## src/rtl/adc_data_pkg.sv

```systemverilog
// Shared lane-state type, counter width and sign-extension helper for the
// ADC lane alignment / sample assembly path.
package adc_data_pkg;

    localparam int unsigned CNT_W = 4;
    localparam int unsigned SX_W  = 64;

    typedef enum logic [2:0] {
        LANE_IDLE   = 3'd0,
        LANE_CHECK  = 3'd1,
        LANE_SLIP   = 3'd2,
        LANE_SETTLE = 3'd3,
        LANE_LOCKED = 3'd4,
        LANE_FAIL   = 3'd5
    } laneState_e;

    // Replicate bit sampleW-1 upward to outW bits; bits at and above outW are zero.
    function automatic logic [SX_W-1:0] sign_ext(
        input logic [SX_W-1:0] sample,
        input int unsigned     sampleW,
        input int unsigned     outW
    );
        logic [SX_W-1:0] aligned;
        logic [SX_W-1:0] keep;
        aligned = sample << (SX_W - sampleW);
        keep    = ~({SX_W{1'b1}} << outW);
        return SX_W'($signed(aligned) >>> (SX_W - sampleW)) & keep;
    endfunction

endpackage

```

## src/rtl/adc_lane_slip.sv

```systemverilog
// Training-pattern alignment FSM for one serial lane: compares the lane word
// against its training slice and pulses bitslip until MATCH_CNT hits in a row.
module adc_lane_slip
    import adc_data_pkg::*;
#(
    parameter int unsigned SER_W     = 7,
    parameter int unsigned SETTLE    = 4,
    parameter int unsigned MATCH_CNT = 4,
    parameter int unsigned MAX_SLIP  = 7
) (
    input  logic             DatClkDiv,
    input  logic             DatRstN,
    input  logic             FrmAlignDone,
    input  logic             AlignStart,
    input  logic [SER_W-1:0] LaneWord,
    input  logic [SER_W-1:0] TrainWord,
    output logic             Bitslip,
    output logic             Locked,
    output logic             AlignErr
);

    localparam logic [CNT_W-1:0] MATCH_LAST  = CNT_W'(MATCH_CNT);
    localparam logic [CNT_W-1:0] SETTLE_LAST = CNT_W'(SETTLE - 1);
    localparam logic [CNT_W-1:0] SLIP_LAST   = CNT_W'(MAX_SLIP);

    laneState_e       state;
    laneState_e       stateNext;
    logic [CNT_W-1:0] matchCnt;
    logic [CNT_W-1:0] matchCntNext;
    logic [CNT_W-1:0] slipCnt;
    logic [CNT_W-1:0] slipCntNext;
    logic [CNT_W-1:0] settleCnt;
    logic [CNT_W-1:0] settleCntNext;
    logic             bitslipNext;
    logic             lockedNext;
    logic             errNext;

    // Next-state and counter logic; frame loss dominates a restart request.
    always_comb begin
        stateNext     = state;
        matchCntNext  = matchCnt;
        slipCntNext   = slipCnt;
        settleCntNext = settleCnt;
        errNext       = AlignErr;

        if (!FrmAlignDone) begin
            stateNext = LANE_IDLE;
        end else if (AlignStart) begin
            stateNext    = LANE_CHECK;
            matchCntNext = '0;
            slipCntNext  = '0;
            errNext      = 1'b0;
        end else begin
            case (state)
                LANE_IDLE: begin
                    stateNext = LANE_IDLE;
                end
                LANE_CHECK: begin
                    if (LaneWord == TrainWord) begin
                        matchCntNext = matchCnt + CNT_W'(1);
                        if (matchCntNext == MATCH_LAST) begin
                            stateNext = LANE_LOCKED;
                        end
                    end else begin
                        matchCntNext = '0;
                        if (slipCnt == SLIP_LAST) begin
                            stateNext = LANE_FAIL;
                            errNext   = 1'b1;
                        end else begin
                            stateNext = LANE_SLIP;
                        end
                    end
                end
                LANE_SLIP: begin
                    slipCntNext   = slipCnt + CNT_W'(1);
                    settleCntNext = '0;
                    stateNext     = LANE_SETTLE;
                end
                LANE_SETTLE: begin
                    if (settleCnt == SETTLE_LAST) begin
                        stateNext = LANE_CHECK;
                    end else begin
                        settleCntNext = settleCnt + CNT_W'(1);
                    end
                end
                LANE_LOCKED: begin
                    stateNext = LANE_LOCKED;
                end
                LANE_FAIL: begin
                    stateNext = LANE_FAIL;
                end
                default: begin
                    stateNext = LANE_IDLE;
                end
            endcase
        end

        bitslipNext = (stateNext == LANE_SLIP);
        lockedNext  = (stateNext == LANE_LOCKED);
    end

    always_ff @(posedge DatClkDiv or negedge DatRstN) begin
        if (!DatRstN) begin
            state     <= LANE_IDLE;
            matchCnt  <= '0;
            slipCnt   <= '0;
            settleCnt <= '0;
            Bitslip   <= 1'b0;
            Locked    <= 1'b0;
            AlignErr  <= 1'b0;
        end else begin
            state     <= stateNext;
            matchCnt  <= matchCntNext;
            slipCnt   <= slipCntNext;
            settleCnt <= settleCntNext;
            Bitslip   <= bitslipNext;
            Locked    <= lockedNext;
            AlignErr  <= errNext;
        end
    end

endmodule

```

## src/rtl/adc_data_align.sv

```systemverilog
// Multi-lane ADC capture: per-lane bitslip alignment, then per-channel sample
// assembly with sign extension. Define ADC_DATA_BITREV_EN for LSB-first serdes.
module adc_data_align
    import adc_data_pkg::*;
#(
    parameter int unsigned            NUM_CH    = 2,
    parameter int unsigned            LANES     = 2,
    parameter int unsigned            SER_W     = 7,
    parameter int unsigned            OUT_W     = 16,
    parameter logic [LANES*SER_W-1:0] TRAIN_PAT = 14'h2A55,
    parameter int unsigned            SETTLE    = 4,
    parameter int unsigned            MATCH_CNT = 4,
    parameter int unsigned            MAX_SLIP  = SER_W
) (
    input  logic                          DatClkDiv,
    input  logic                          DatRstN,
    input  logic                          FrmAlignDone,
    input  logic                          AlignStart,
    input  logic [NUM_CH*LANES*SER_W-1:0] SerData,
    output logic [NUM_CH*LANES-1:0]       DatBitslip,
    output logic [NUM_CH*OUT_W-1:0]       DatData,
    output logic                          DatValid,
    output logic                          DatAlignDone,
    output logic [NUM_CH*LANES-1:0]       DatAlignErr
);

    localparam int unsigned SAMPLE_W  = LANES * SER_W;
    localparam int unsigned NUM_LANES = NUM_CH * LANES;

    logic [NUM_LANES*SER_W-1:0] laneWords;
    logic [NUM_LANES-1:0]       laneLocked;
    logic [NUM_CH*OUT_W-1:0]    datDataNext;
    logic                       alignDoneNext;

    for (genvar i = 0; i < NUM_LANES; i++) begin : g_lane
        localparam int unsigned L = i % LANES;

`ifdef ADC_DATA_BITREV_EN
        for (genvar b = 0; b < SER_W; b++) begin : g_rev
            assign laneWords[i*SER_W + b] = SerData[i*SER_W + SER_W - 1 - b];
        end
`else
        assign laneWords[i*SER_W +: SER_W] = SerData[i*SER_W +: SER_W];
`endif

        adc_lane_slip #(
            .SER_W     (SER_W),
            .SETTLE    (SETTLE),
            .MATCH_CNT (MATCH_CNT),
            .MAX_SLIP  (MAX_SLIP)
        ) u_lane (
            .DatClkDiv    (DatClkDiv),
            .DatRstN      (DatRstN),
            .FrmAlignDone (FrmAlignDone),
            .AlignStart   (AlignStart),
            .LaneWord     (laneWords[i*SER_W +: SER_W]),
            .TrainWord    (TRAIN_PAT[L*SER_W +: SER_W]),
            .Bitslip      (DatBitslip[i]),
            .Locked       (laneLocked[i]),
            .AlignErr     (DatAlignErr[i])
        );
    end

    // A channel's lanes are contiguous, so its sample is one slice with lane 0 lowest.
    for (genvar ch = 0; ch < NUM_CH; ch++) begin : g_ch
        logic [SX_W-1:0] extSample;
        assign extSample = sign_ext(SX_W'(laneWords[ch*SAMPLE_W +: SAMPLE_W]), SAMPLE_W, OUT_W);
        assign datDataNext[ch*OUT_W +: OUT_W] = extSample[OUT_W-1:0];
    end

    // Lane lock flags are registered, so a restart must be masked here to drop done promptly.
    assign alignDoneNext = FrmAlignDone && !AlignStart && (&laneLocked);

    always_ff @(posedge DatClkDiv or negedge DatRstN) begin
        if (!DatRstN) begin
            DatData      <= '0;
            DatValid     <= 1'b0;
            DatAlignDone <= 1'b0;
        end else begin
            DatData      <= datDataNext;
            DatValid     <= alignDoneNext;
            DatAlignDone <= alignDoneNext;
        end
    end

endmodule

```

## config.mk

```make
export PLATFORM = sky130hd
export DESIGN_NAME = adc_data_align
export DESIGN_NICKNAME = d
export VERILOG_FILES = /design/src/rtl/adc_data_pkg.sv /design/src/rtl/adc_lane_slip.sv /design/src/rtl/adc_data_align.sv
export SDC_FILE = /design/constraint.sdc
export NUM_CORES = 1
export LEC_CHECK = 0
export ABC_AREA = 1
export CORE_MARGIN = 2
export CORE_UTILIZATION = 55
export CTS_CLUSTER_DIAMETER = 60
export CTS_CLUSTER_SIZE = 10
export DETAILED_ROUTE_END_ITERATION = 10
export GPL_ROUTABILITY_DRIVEN = 0
export PLACE_DENSITY = 0.81
export SYNTH_ARGS = -nofsm -noshare
export SYNTH_HDL_FRONTEND = slang
export SYNTH_SLANG_ARGS = --single-unit
```

## constraint.sdc

```tcl
create_clock -name DatClkDiv -period 4.2 [get_ports DatClkDiv]
set_input_delay 0.63 -clock DatClkDiv [delete_from_list [all_inputs] [get_ports DatClkDiv]]
set_output_delay 0.63 -clock DatClkDiv [all_outputs]
set_load 0.01 [all_outputs]
```

Yosys cells after proc, flatten, opt, wreduce, memory -nomap -nowiden
Index checks and enable logic that the tools add are counted.
W data, S select, Z words.
{"block": "totals", "ff_bits": 103, "in_bits": 32, "output_inout_bits": 42, "elab_cells": 203}
{"block": "classes", "addsub": 12, "eq_ne": 52, "mux": 72, "n_bitwise": 1, "n_reduce_logical": 36}
{"operator": "$mux W4", "n": 24}
{"operator": "$mux W3", "n": 24}
{"operator": "$pmux W3 S5", "n": 4}
{"operator": "$add A4 B1 Y4 const B", "n": 12}
{"operator": "$eq A3 B2 Y1 const B", "n": 12}
{"operator": "$eq A3 B3 Y1 const B", "n": 12}
{"operator": "$reduce_and A4 Y1", "n": 9}
{"operator": "$eq A4 B3 Y1 const B", "n": 8}
{"operator": "$pmux W4 S2", "n": 4}
{"operator": "$reduce_bool A2 Y1", "n": 16}
{"operator": "$eq A7 B7 Y1 const B", "n": 4}
{"operator": "$eq A4 B2 Y1 const B", "n": 4}
{"operator": "$mux W1", "n": 16}
{"operator": "$ne A2 B2 Y1 const B", "n": 8}
{"operator": "$reduce_and A2 Y1", "n": 8}
{"operator": "$eq A3 B1 Y1 const B", "n": 4}
{"operator": "$logic_and A1 B1 Y1", "n": 2}
{"operator": "$logic_not A1 Y1", "n": 1}
{"operator": "$not A1 Y1", "n": 1}

Logic depth before layout (Yosys ltp)
{"block": "logic_depth", "depth_word": 8, "ltp_mapped": 13, "depth_no_buf": 13}

Hierarchy
Synthesis repeated with hierarchy kept, for this count alone.
{"block": "unflattened", "hier_cells": 676, "hier_area_um2": 5291.3}
{"mod": "adc_lane_slip (g_lane[0].u_lane ...)", "n_inst": 3, "cells_each": 158, "area_each_um2": 1121.1, "seq_area_each_um2": 450.4}
{"mod": "adc_lane_slip (g_lane[3].u_lane)", "n_inst": 1, "cells_each": 158, "area_each_um2": 1124.8, "seq_area_each_um2": 450.4}
{"mod": "adc_data_align", "n_inst": 1, "cells_each": 44, "area_each_um2": 803.3, "seq_area_each_um2": 725.7}

Worst setup path after synthesis
OpenSTA, ideal clock, no wires.
{"block": "synth_path", "kind": "input -> register", "from": "input port AlignStart", "to": "register g_lane[3].u_lane.settleCnt[3]", "setup_time_ps": 119, "arrival_time_ps": 1337, "t_required_ps": 4081, "path_slack_ps": 2744, "stages": 6, "path_buffers": 1, "cell_sequence": "buf_6 -> nor2_8 -> nand2_1 -> nor2_2 -> a21oi_1 -> o21a_1"}
{"block": "synth_between", "elab_chain_len": 2}
{"item": "start, declared", "line": "adc_data_align.sv:18", "rtl": "input logic AlignStart,"}
{"item": "$not A1 Y1 (no source line)"}
{"item": "$reduce_and A4 Y1 (no source line)"}
{"item": "end signal, assigned", "line": "adc_lane_slip.sv:115", "rtl": "settleCnt <= settleCntNext;"}
{"item": "end, declared", "line": "adc_lane_slip.sv:32", "rtl": "logic [CNT_W-1:0] settleCnt;"}
No other way between the ends.
A chain may end at the register's enable or synchronous reset.

Worst setup path in the final report
{"block": "layout_path", "from": "input port AlignStart", "to": "register g_lane[3].u_lane.matchCnt[2]"}
{"block": "layout_between", "elab_chain_len": 2, "word_cells_on_any_way": 3, "cone_classes": "mux (1); reduce/logical (2)"}
{"item": "$reduce_bool A2 Y1 (no source line)"}
{"item": "$reduce_and A2 Y1 (no source line)"}
{"item": "end signal, assigned", "line": "adc_lane_slip.sv:113", "rtl": "matchCnt <= matchCntNext;"}
{"item": "end, declared", "line": "adc_lane_slip.sv:28", "rtl": "logic [CNT_W-1:0] matchCnt;"}
Parallel ways exist; a longest one is shown, timed or not.

==> impl_metrics.csv <==
group,metric,value,unit
timing,slew_viol_final,0,
placed_design,dp_hpwl,7585,µm
floorplan,dieHeight,99.99,µm
grt,track_usage,0.2208,
timing,finalSetupViolations,0,
finish,finish.utilization,0.6626,
clocking,cts_resized,0,
setup_path,required,4.49,ns
clocking,numCtsBuffers,9,
floorplan,die-area,0.009997,mm²
setup_path,crit_arrival,2.74,ns
worst_hold_path,hold_class,"input port to asynchronous set/reset pin",
grt,grt_max_degree,73,
grt,first_global_vias,3917,
flow_run,max-cap-violations,0,
routing,drc,0,
grt,overflow,0,
routing,avgViaCountPerCell,5.203,
pwr,finalPower,1.908,mW
clocking,clock_path_buffers,2,
floorplan,die_x,99.99,µm
timing,slew_headroom,0.4094,
yosys,synth-seq-cells,101,
finish,multi_input_area,0.002087,mm²
routing,vias,3949,
setup_path,startpoint_type,"input port",
yosys,synth_top_area_frac,0.4988,
clocking,clock_latency,0.38,ns
yosys,postSynthAreaPerCell,8.813,µm²
floorplan,core,0.009109,mm²
floorplan,num_rows,35,
routing,dr.pass1.iters,4,
placed_design,io_buffers,73,
routing,final_antenna_net_count,0,
finish,nFillCells,718,
grt,grt_antenna_before_repair,0,
routing,wirelength,10390,µm
yosys,syn_area,0.005067,mm²
yosys,yosysSeqAreaShare,0.4988,
finish,ff_latch_area,0.002527,mm²
timing,fmax,408.0,MHz
timing,setup_tns,0,ns
clocking,cts_tree,"built",
grt,grt_pass1_wl,17750,µm
setup_path,critPathMaxFanout,14,
setup_path,cpPeakStageDelay,0.93,ns
routing,routedWlPerCell,13.69,µm
timing,finalHoldViolations,0,
yosys,netlist.top_cell.by_area,"dfrtp_1",
yosys,synth_cells,575,
timing,min_period_over_period,0.5836,
floorplan,num_io_pins,74,
finish,area_delta_synth_final,19.11,%
finish,final_cells,759,
finish,num-nets-final,699,
floorplan,start_util,0.5563,
clocking,clk_pin_slew,0.11,ns
finish,diodes,0,
pwr,leakage,2.879,nW
timing,worstMarginPinSlew,0.8860,ns
finish,final_layout_size_suffix_gt1_frac,0.1281,
yosys,ys_top_cells_by_area,"dfrtp_1, nand2_1, ha_1",
routing,drtIter0Drc,176,
clocking,cts.sinks,101,
clocking,cts_setup_buffers,0,
timing,finalCriticalPeriod,2.451,ns
setup_path,cp_cell_sequence,"clkdlybuf4s50_1 -> nand2_1 -> inv_2 -> nor2_2 -> o31ai_1",
timing,skew,0.01309,ns
setup_path,crit_slowest_cell,"clkdlybuf4s50_1",
yosys,syn-num-nets,631,
run_status,outcome,"finished, final reports clean",
setup_path,endpoint_kind,"flop",
setup_path,crit_type,"input port to flop",
yosys,synth_cell_types,40,
yosys,yosysWarnings,0,
timing,grt_setup_unrepaired,"false",
clocking,root_buffer,"clkbuf_8",
placed_design,placedCellCount,743,
pwr,power_density,316.1,mW/mm²
clocking,cts_max_level,3,
pwr,vdd.ir_drop.worst,166.5,µV
clocking,hold_buffers,0,
[critical path: cells and delay by family]
family	cells	cell delay [ns]
AND/OR/NAND/NOR	2	0.60
AO/OA/AOI/OAI	1	0.22
buffers and inverters	2	1.28
[power breakdown]
| group | switching, mW | internal, mW |
|---|---|---|
| Clock | 0.367 | 0.345 |
| Combinational | 0.0946 | 0.0788 |
| Sequential | 0.0210 | 1.00 |
| Total | 0.482 | 1.43 |
[routing by layer]
layer / GRT usage / part of all wire / vias to the layer above / wire [µm]
met5: 0 / 0 / - / 0
met4: 0.07482 / 0.016 / 0 / 167
met3: 0.03900 / 0.042 / 12 / 434
met2: 0.3825 / 0.51 / 90 / 5294
met1: 0.2817 / 0.43 / 1876 / 4492
li1: - / - / 1971 / -
[cell usage in the layout, fill, tap and decap left out, types with 2 or more instances in the layout]
| cell type | instances |
|---|---|
| a21oi_1 | 26 |
| a21oi_2 | 3 |
| a32o_1 | 3 |
| buf_4 | 2 |
| bufinv_16 | 2 |
| clkbuf_8 | 9 |
| clkdlybuf4s50_1 | 72 |
| clkinv_2 | 2 |
| dfrtp_1 | 101 |
| ha_1 | 24 |
| inv_1 | 65 |
| inv_2 | 19 |
| inv_6 | 3 |
| nand2_1 | 125 |
| nand2_2 | 15 |
| nand3_1 | 27 |
| nand3_2 | 5 |
| nand4_1 | 11 |
| nor2_1 | 50 |
| nor2_2 | 8 |
| nor2_4 | 2 |
| nor3_1 | 10 |
| nor3_2 | 3 |
| nor3b_1 | 4 |
| o21a_1 | 2 |
| o21ai_0 | 22 |
| o21ai_1 | 8 |
| o21ai_2 | 3 |
| o31ai_1 | 3 |
| xnor2_1 | 2 |
| xor2_1 | 5 |
[registers in the layout, indices dropped and copies added, names as in the netlist, 4 cells and up]
register,flops
g_lane.u_lane.AlignErr,4
DatData,28
g_lane.u_lane.state,12
g_lane.u_lane.Bitslip,4
g_lane.u_lane.settleCnt,16
g_lane.u_lane.matchCnt,16
g_lane.u_lane.slipCnt,16
g_lane.u_lane.Locked,4
[cells in the mapped netlist, drive strengths merged]
cell	count
a22oi	1
inv	84
a21oi	30
nand2	140
nand3b	1
o21ai	33
nor3b	5
buf	17
o21a	2
dfrtp	101
nand3	32
o31ai	3
a31o	2
xor2	5
clkinv	1
a21boi	1
and3	1
o211ai	1
nor3	13
a32o	3
xnor2	2
ha	24
nand4	12
nor2	61
[worst paths after layout]
kind                       depth (start not counted)                          from  slack (ns)                      endpoint
setup / recovery                                   5                    AlignStart        1.75  g_lane[3].u_lane.matchCnt[2]
setup reg to reg                                  12  g_lane[3].u_lane.matchCnt[0]        2.59       g_lane[3].u_lane.Locked
max in group asynchronous                          2                       DatRstN        2.91   g_lane[3].u_lane.slipCnt[3]
min in group DatClkDiv                             1   g_lane[0].u_lane.slipCnt[0]        0.51   g_lane[0].u_lane.slipCnt[0]
hold reg to reg                                    1   g_lane[0].u_lane.slipCnt[0]        0.51   g_lane[0].u_lane.slipCnt[0]
hold / removal                                     1                       DatRstN        0.37                    DatData[6]
[cell families after synthesis]
group | Yosys count | share of synthesized area
xor gates and xnor gates | 7 | 0.01210
and+or+nand+nor | 265 | 0.2477
buffers and inverters | 102 | 0.08938
DFF | 101 | 0.4988
adders and majority gates | 24 | 0.05926
AOI/OAI and AO/OA | 76 | 0.09284
[metrics by stage]
step | worst slack, ns | hold slack [ns] | instance area [µm²]
finish | 1.749 | 0.3669 | 6036
global route | 1.626 | 0.4388 | 6036
CTS | 1.771 | 0.3929 | 6036
detailed placement | 1.369 | 0.4934 | 5809
global placement | 1.505 | 0.4793 | 5809
floorplan | 2.744 | 0.3344 | 5067
[cell type report]
class / instances / area share
flip-flops and latches: 101 / 0.4187
multi-input cells: 372 / 0.3458
inverters: 85 / 0.05307
well taps: 111 / 0.02301
repair buffers: 74 / 0.1219
clock buffers: 9 / 0.02052
clock inverters: 7 / 0.01700
Note: power is estimated with default switching activity, not from simulation.
==> patch 1, RTL diff (config.mk and constraints unchanged) <==
The 6 states of `laneState_e` get a one-hot encoding in 6 bits.
--- a/src/rtl/adc_data_pkg.sv
+++ b/src/rtl/adc_data_pkg.sv
@@ -5,13 +5,13 @@
     localparam int unsigned CNT_W = 4;
     localparam int unsigned SX_W  = 64;
 
-    typedef enum logic [2:0] {
-        LANE_IDLE   = 3'd0,
-        LANE_CHECK  = 3'd1,
-        LANE_SLIP   = 3'd2,
-        LANE_SETTLE = 3'd3,
-        LANE_LOCKED = 3'd4,
-        LANE_FAIL   = 3'd5
+    typedef enum logic [5:0] {
+        LANE_IDLE   = 6'b000001,
+        LANE_CHECK  = 6'b000010,
+        LANE_SLIP   = 6'b000100,
+        LANE_SETTLE = 6'b001000,
+        LANE_LOCKED = 6'b010000,
+        LANE_FAIL   = 6'b100000
     } laneState_e;
 
     // Replicate bit sampleW-1 upward to outW bits; bits at and above outW are zero.
Formal check against the unedited RTL: no difference found for any inputs over 4 cycles, from zero or initial values and one cycle with DatRstN low; so few cycles prove little.
==> patch 1 against the original RTL <==
Register-to-register slack got worse by 0.02 ns; critical path depth rose by 2; clock power rose by 110%; first-iteration DRC count rose by 43%; setup slack improved by 0.10 ns; wire length rose by 17%; critical endpoint is now g_lane[0].u_lane.settleCnt[3]; cell area rose by 15%; sequential cell count rose by 12; power rose by 47%; fmax rose by 4.3%; synthesized area rose by 9.4%; final cell count rose by 17%.
==> patch 1: results (changes against the original RTL) <==
metric,value,unit,change
status,finished clean,,unchanged
worst r2r src,g_lane[3].u_lane.state[2],,was g_lane[3].u_lane.matchCnt[0]
Crit. Startpoint,FrmAlignDone,,was AlignStart
CP endpoint,g_lane[0].u_lane.settleCnt[3],,was g_lane[3].u_lane.matchCnt[2]
Cell variety after synth,36,,was 40
initial drt markers,252,,was 176
M1 WL,5210,um,was 4490 um
share of cells above drive strength 1,0.0885,,was 0.128
initial antenna violation count,0,,unchanged
Synth warnings,0,,unchanged
highest routed metal layer,met4,,unchanged
Reg2Reg Depth,7,,was 12
Area contributors post-synth,"dfrtp_1 (49%), nand2_1 (11%), nor2_1 (6.6%), nand3_1 (5.1%), inv_1 (5.0%)",,"was dfrtp_1 (50%), nand2_1 (9.3%), ha_1 (5.9%), inv_1 (4.8%), nor2_1 (3.7%)"
leakage power total,3.39,nW,was 2.88 nW
relative slew slack,0.360,,was 0.409
Worst EP arrival,2.80,ns,was 2.74 ns
GRT Util Overall,0.241,,was 0.221
n_diodes,0,,unchanged
final WL,12200,um,"was 10,400 um"
vias in the first global route,4697,,"was 3,917"
Post-DP HPWL,8530,um,was 7580 um
worst-case clock buffer depth,2,,unchanged
H-tree Lvls,4,,was 3
met1 Resource Use GR,0.288,,was 0.282
Commonest cells post-synth,"nand2_1 (160), dfrtp_1 (109), nor2_1 (98)",,"was nand2_1 (125), dfrtp_1 (101), inv_1 (65)"
TritonCTS buffer count,17,,was 9
"Clk Latency, worst-skew pair",0.52,ns,was 0.38 ns
DR pass1 iterations,5,,was 4
PostCTS Resize Cnt,0,,unchanged
reg2reg end,g_lane[3].u_lane.Bitslip,,was g_lane[3].u_lane.Locked
placed cell areas,6330,um^2,was 5810 um^2
peak supply drop,0.000299,V,was 0.000167 V
grt met2 use,0.409,,was 0.383
first-pass GRT wire length,21000,um,"was 17,800 um"
CP peak stage delay,0.79,ns,was 0.93 ns
HP Class,in -> async,,unchanged
biggest regs,"DatData x28, g_lane.u_lane.state x24",,
WL met3,612,um,was 434 um
setup bufs post-CTS,0,,unchanged
clk root buf,clkbuf_8,,unchanged
largest net degree at the start of global routing,78,,was 73
met3 Use GR,0.0721,,was 0.0390
syn nets,717,,was 631
sequential share of the synthesized area,0.511,,was 0.499
Total Nets Final,793,,was 699
total number of vias,4706,,"was 3,949"
clk_skew,0.00822,ns,was 0.0131 ns
CP max stage cell,clkdlybuf4s50_1,,unchanged
"reg-to-reg slack, setup",2.57,ns,was 2.59 ns
crit path max fanout,19,,was 14
met2 wire length,6210,um,was 5290 um
clock-pin transition on the worst setup and hold timing paths,0.05,ns,was 0.11 ns
-- patch 1: through the flow --
| stage | hold WS, ns | power (mW) | instances | setup WS (ns) |
|---|---|---|---|---|
| floorplan | 0.334 | 1.20 | 669 | 2.76 |
| global placement | 0.483 | 1.30 | 859 | 1.44 |
| detailed placement | 0.497 | 1.30 | 859 | 1.35 |
| CTS | 0.296 | 2.82 | 890 | 1.88 |
| global route | 0.335 | 2.89 | 890 | 1.69 |
| finish | 0.267 | 2.80 | 890 | 1.85 |
-- patch 1: cells by family after synthesis --
group | count (synthesis) | share of synthesized area
mux | 1 | 0.00181
xor+xnor | 11 | 0.0174
simple gates | 370 | 0.297
flops | 113 | 0.511
compound gates | 61 | 0.0618
fa+ha+maj | 16 | 0.0361
buf+inv | 97 | 0.0754
-- patch 1: where the power goes --
| part | total, mW | switching (mW) | internal (mW) |
|---|---|---|---|
| clock network | 1.52 | 0.483 | 1.04 |
| logic | 0.160 | 0.0906 | 0.0695 |
| registers | 1.13 | 0.0118 | 1.11 |
-- patch 1: worst min-delay path by stage --
stage                                startpoint                           to
finish                                  DatRstN                  DatData[29]
global route                            DatRstN                  DatData[29]
CTS                                     DatRstN                  DatData[29]
detailed placement  g_lane[0].u_lane.slipCnt[1]  g_lane[0].u_lane.slipCnt[1]
global placement      g_lane[2].u_lane.AlignErr    g_lane[2].u_lane.AlignErr
floorplan                               DatRstN                   DatData[0]
-- patch 1: cell type report --
cell class,instances,area [um^2]
clock buffer,22,483
clock inverter,9,153
fill,750,2810
inverter,79,298
multi-input combinational,459,2290
sequential,113,2830
tap,133,166
timing repair buffer,75,743
-- patch 1: worst reg2reg max path: cells and delay by family (launching register included) --
family | cells | cell delay (ns)
and+or+nand+nor | 7 | 1.13
DFF | 1 | 0.41
==> patch 2, RTL diff (same flow settings) <==
Made on the original files. Change the package constant `CNT_W` from 4 to 6.
--- a/src/rtl/adc_data_pkg.sv
+++ b/src/rtl/adc_data_pkg.sv
@@ -2,7 +2,7 @@
 // ADC lane alignment / sample assembly path.
 package adc_data_pkg;
 
-    localparam int unsigned CNT_W = 4;
+    localparam int unsigned CNT_W = 6;
     localparam int unsigned SX_W  = 64;
 
     typedef enum logic [2:0] {
Check against the original RTL: same outputs for any inputs over 4 cycles, from zero or initial values and one cycle with DatRstN low; that may be too few to reach the edited logic, so the function may still have changed.
==> patch 2 against the original RTL <==
Fmax down 2.9%; synthesized area up 23%; setup slack worse by 0.074 ns; critical endpoint is now g_lane[1].u_lane.slipCnt[4]; largest power group is now clock; cell area up 26%; largest cell class unchanged; sequential cell count up 24; final cell count up 31%; power up 56%; non-clock buffer count up 2; first-iteration DRC count up 130%; register-to-register slack worse by 0.14 ns; wire length up 33%.
==> patch 2: results (changes against the original RTL) <==
metric,value,unit,change
largest net degree at the start of global routing,68,,was 73
"reg-to-reg slack, setup",2.45,ns,was 2.59 ns
Avg WL per Cell,13.9,um,was 13.7 um
worst-case clock buffer depth,2,,unchanged
Post-DP HPWL,9620,um,was 7580 um
worst r2r src,g_lane[1].u_lane.slipCnt[0],,was g_lane[3].u_lane.matchCnt[0]
share of cells above drive strength 1,0.0536,,was 0.128
clk_skew,0.00527,ns,was 0.0131 ns
Total Nets Final,896,,was 699
slew at the pin closest to its max-slew limit,0.729,ns,was 0.886 ns
syn nets,820,,was 631
reg2reg end,g_lane[1].u_lane.Locked,,was g_lane[3].u_lane.Locked
clk root buf,clkbuf_16,,was clkbuf_8
CP peak stage delay,0.85,ns,was 0.93 ns
Commonest cells post-synth,"nand2_1 (175), dfrtp_1 (125), inv_1 (121)",,"was nand2_1 (125), dfrtp_1 (101), inv_1 (65)"
TritonCTS buffer count,17,,was 9
CP endpoint,g_lane[1].u_lane.slipCnt[4],,was g_lane[3].u_lane.matchCnt[2]
Final setup viols,0,,unchanged
"Clk Latency, worst-skew pair",0.42,ns,was 0.38 ns
Worst EP arrival,2.83,ns,was 2.74 ns
Crit. Startpoint,FrmAlignDone,,was AlignStart
first-pass GRT wire length,23000,um,"was 17,800 um"
Reg2Reg Depth,9,,was 12
CP max stage cell,clkdlybuf4s50_1,,unchanged
Final min period,2.53,ns,was 2.45 ns
sequential share of the synthesized area,0.503,,was 0.499
placed cell areas,7030,um^2,was 5810 um^2
initial antenna violation count,0,,unchanged
GRT Util Overall,0.247,,was 0.221
fill count,802,,was 718
critical path depth,9,,was 5
vias per cell,5.36,,was 5.20
Cell variety after synth,31,,was 40
n_diodes,0,,unchanged
setup bufs post-CTS,0,,unchanged
clock-pin transition on the worst setup and hold timing paths,0.05,ns,was 0.11 ns
initial drt markers,413,,was 176
H-tree Lvls,4,,was 3
Place WS,1.26,ns,was 1.37 ns
leakage power total,3.70,nW,was 2.88 nW
peak supply drop,0.000320,V,was 0.000167 V
DR pass1 iterations,5,,was 4
vias in the first global route,5262,,"was 3,917"
status,finished clean,,unchanged
Area contributors post-synth,"dfrtp_1 (50%), nand2_1 (11%), inv_1 (7.3%), nor2_1 (5.4%), a21oi_1 (4.3%)",,"was dfrtp_1 (50%), nand2_1 (9.3%), ha_1 (5.9%), inv_1 (4.8%), nor2_1 (3.7%)"
[patch 2: cell families after synthesis]
kind of cell,after synthesis,share of synthesized area
adders and majority gates,18,0.0362
DFF,125,0.503
xor gates and xnor gates,10,0.0141
and+or+nand+nor,351,0.242
AOI/OAI and AO/OA,122,0.107
muxes,1,0.00181
buffers and inverters,143,0.0961
[patch 2: area by class of cell]
class,count,area [um^2],share of cell area
inverters,124,468,0.0615
flip-flops and latches,125,3130,0.411
clock inverters,11,119,0.0156
clock buffers,20,457,0.0600
repair buffers,76,763,0.100
multi-input cells,502,2500,0.328
well taps,140,175,0.0230
[patch 2: per-stage QoR]
| step | hold WS [ns] | std cells |
|---|---|---|
| detailed placement | 0.487 | 967 |
| CTS | 0.301 | 998 |
| floorplan | 0.334 | 770 |
| global placement | 0.474 | 967 |
| finish | 0.275 | 998 |
| global route | 0.328 | 998 |
[patch 2: worst min-delay path by stage]
stage | endpoint | slack [ns] | startpoint | cells after the start
floorplan | DatData[0] | 0.33 | DatRstN | 0
global placement | g_lane[2].u_lane.slipCnt[4] | 0.47 | g_lane[2].u_lane.slipCnt[4] | 1
detailed placement | g_lane[2].u_lane.slipCnt[4] | 0.49 | g_lane[2].u_lane.slipCnt[4] | 1
CTS | DatData[8] | 0.30 | DatRstN | 1
global route | DatData[8] | 0.33 | DatRstN | 1
finish | DatData[8] | 0.28 | DatRstN | 1
[patch 2: report_power, final]
group,switching [mW],internal [mW],total [mW]
registers,0.0531,1.27,1.32
clock network,0.518,0.895,1.41
logic,0.142,0.104,0.246
[patch 2: metal layers]
layer / share of wire / track usage / wire length, um
met1: 0.43 / 0.298 / 5960
met4: 0.017 / 0.0893 / 234
met2: 0.49 / 0.415 / 6850
met3: 0.057 / 0.0829 / 794
met5: 0 / 0 / 0
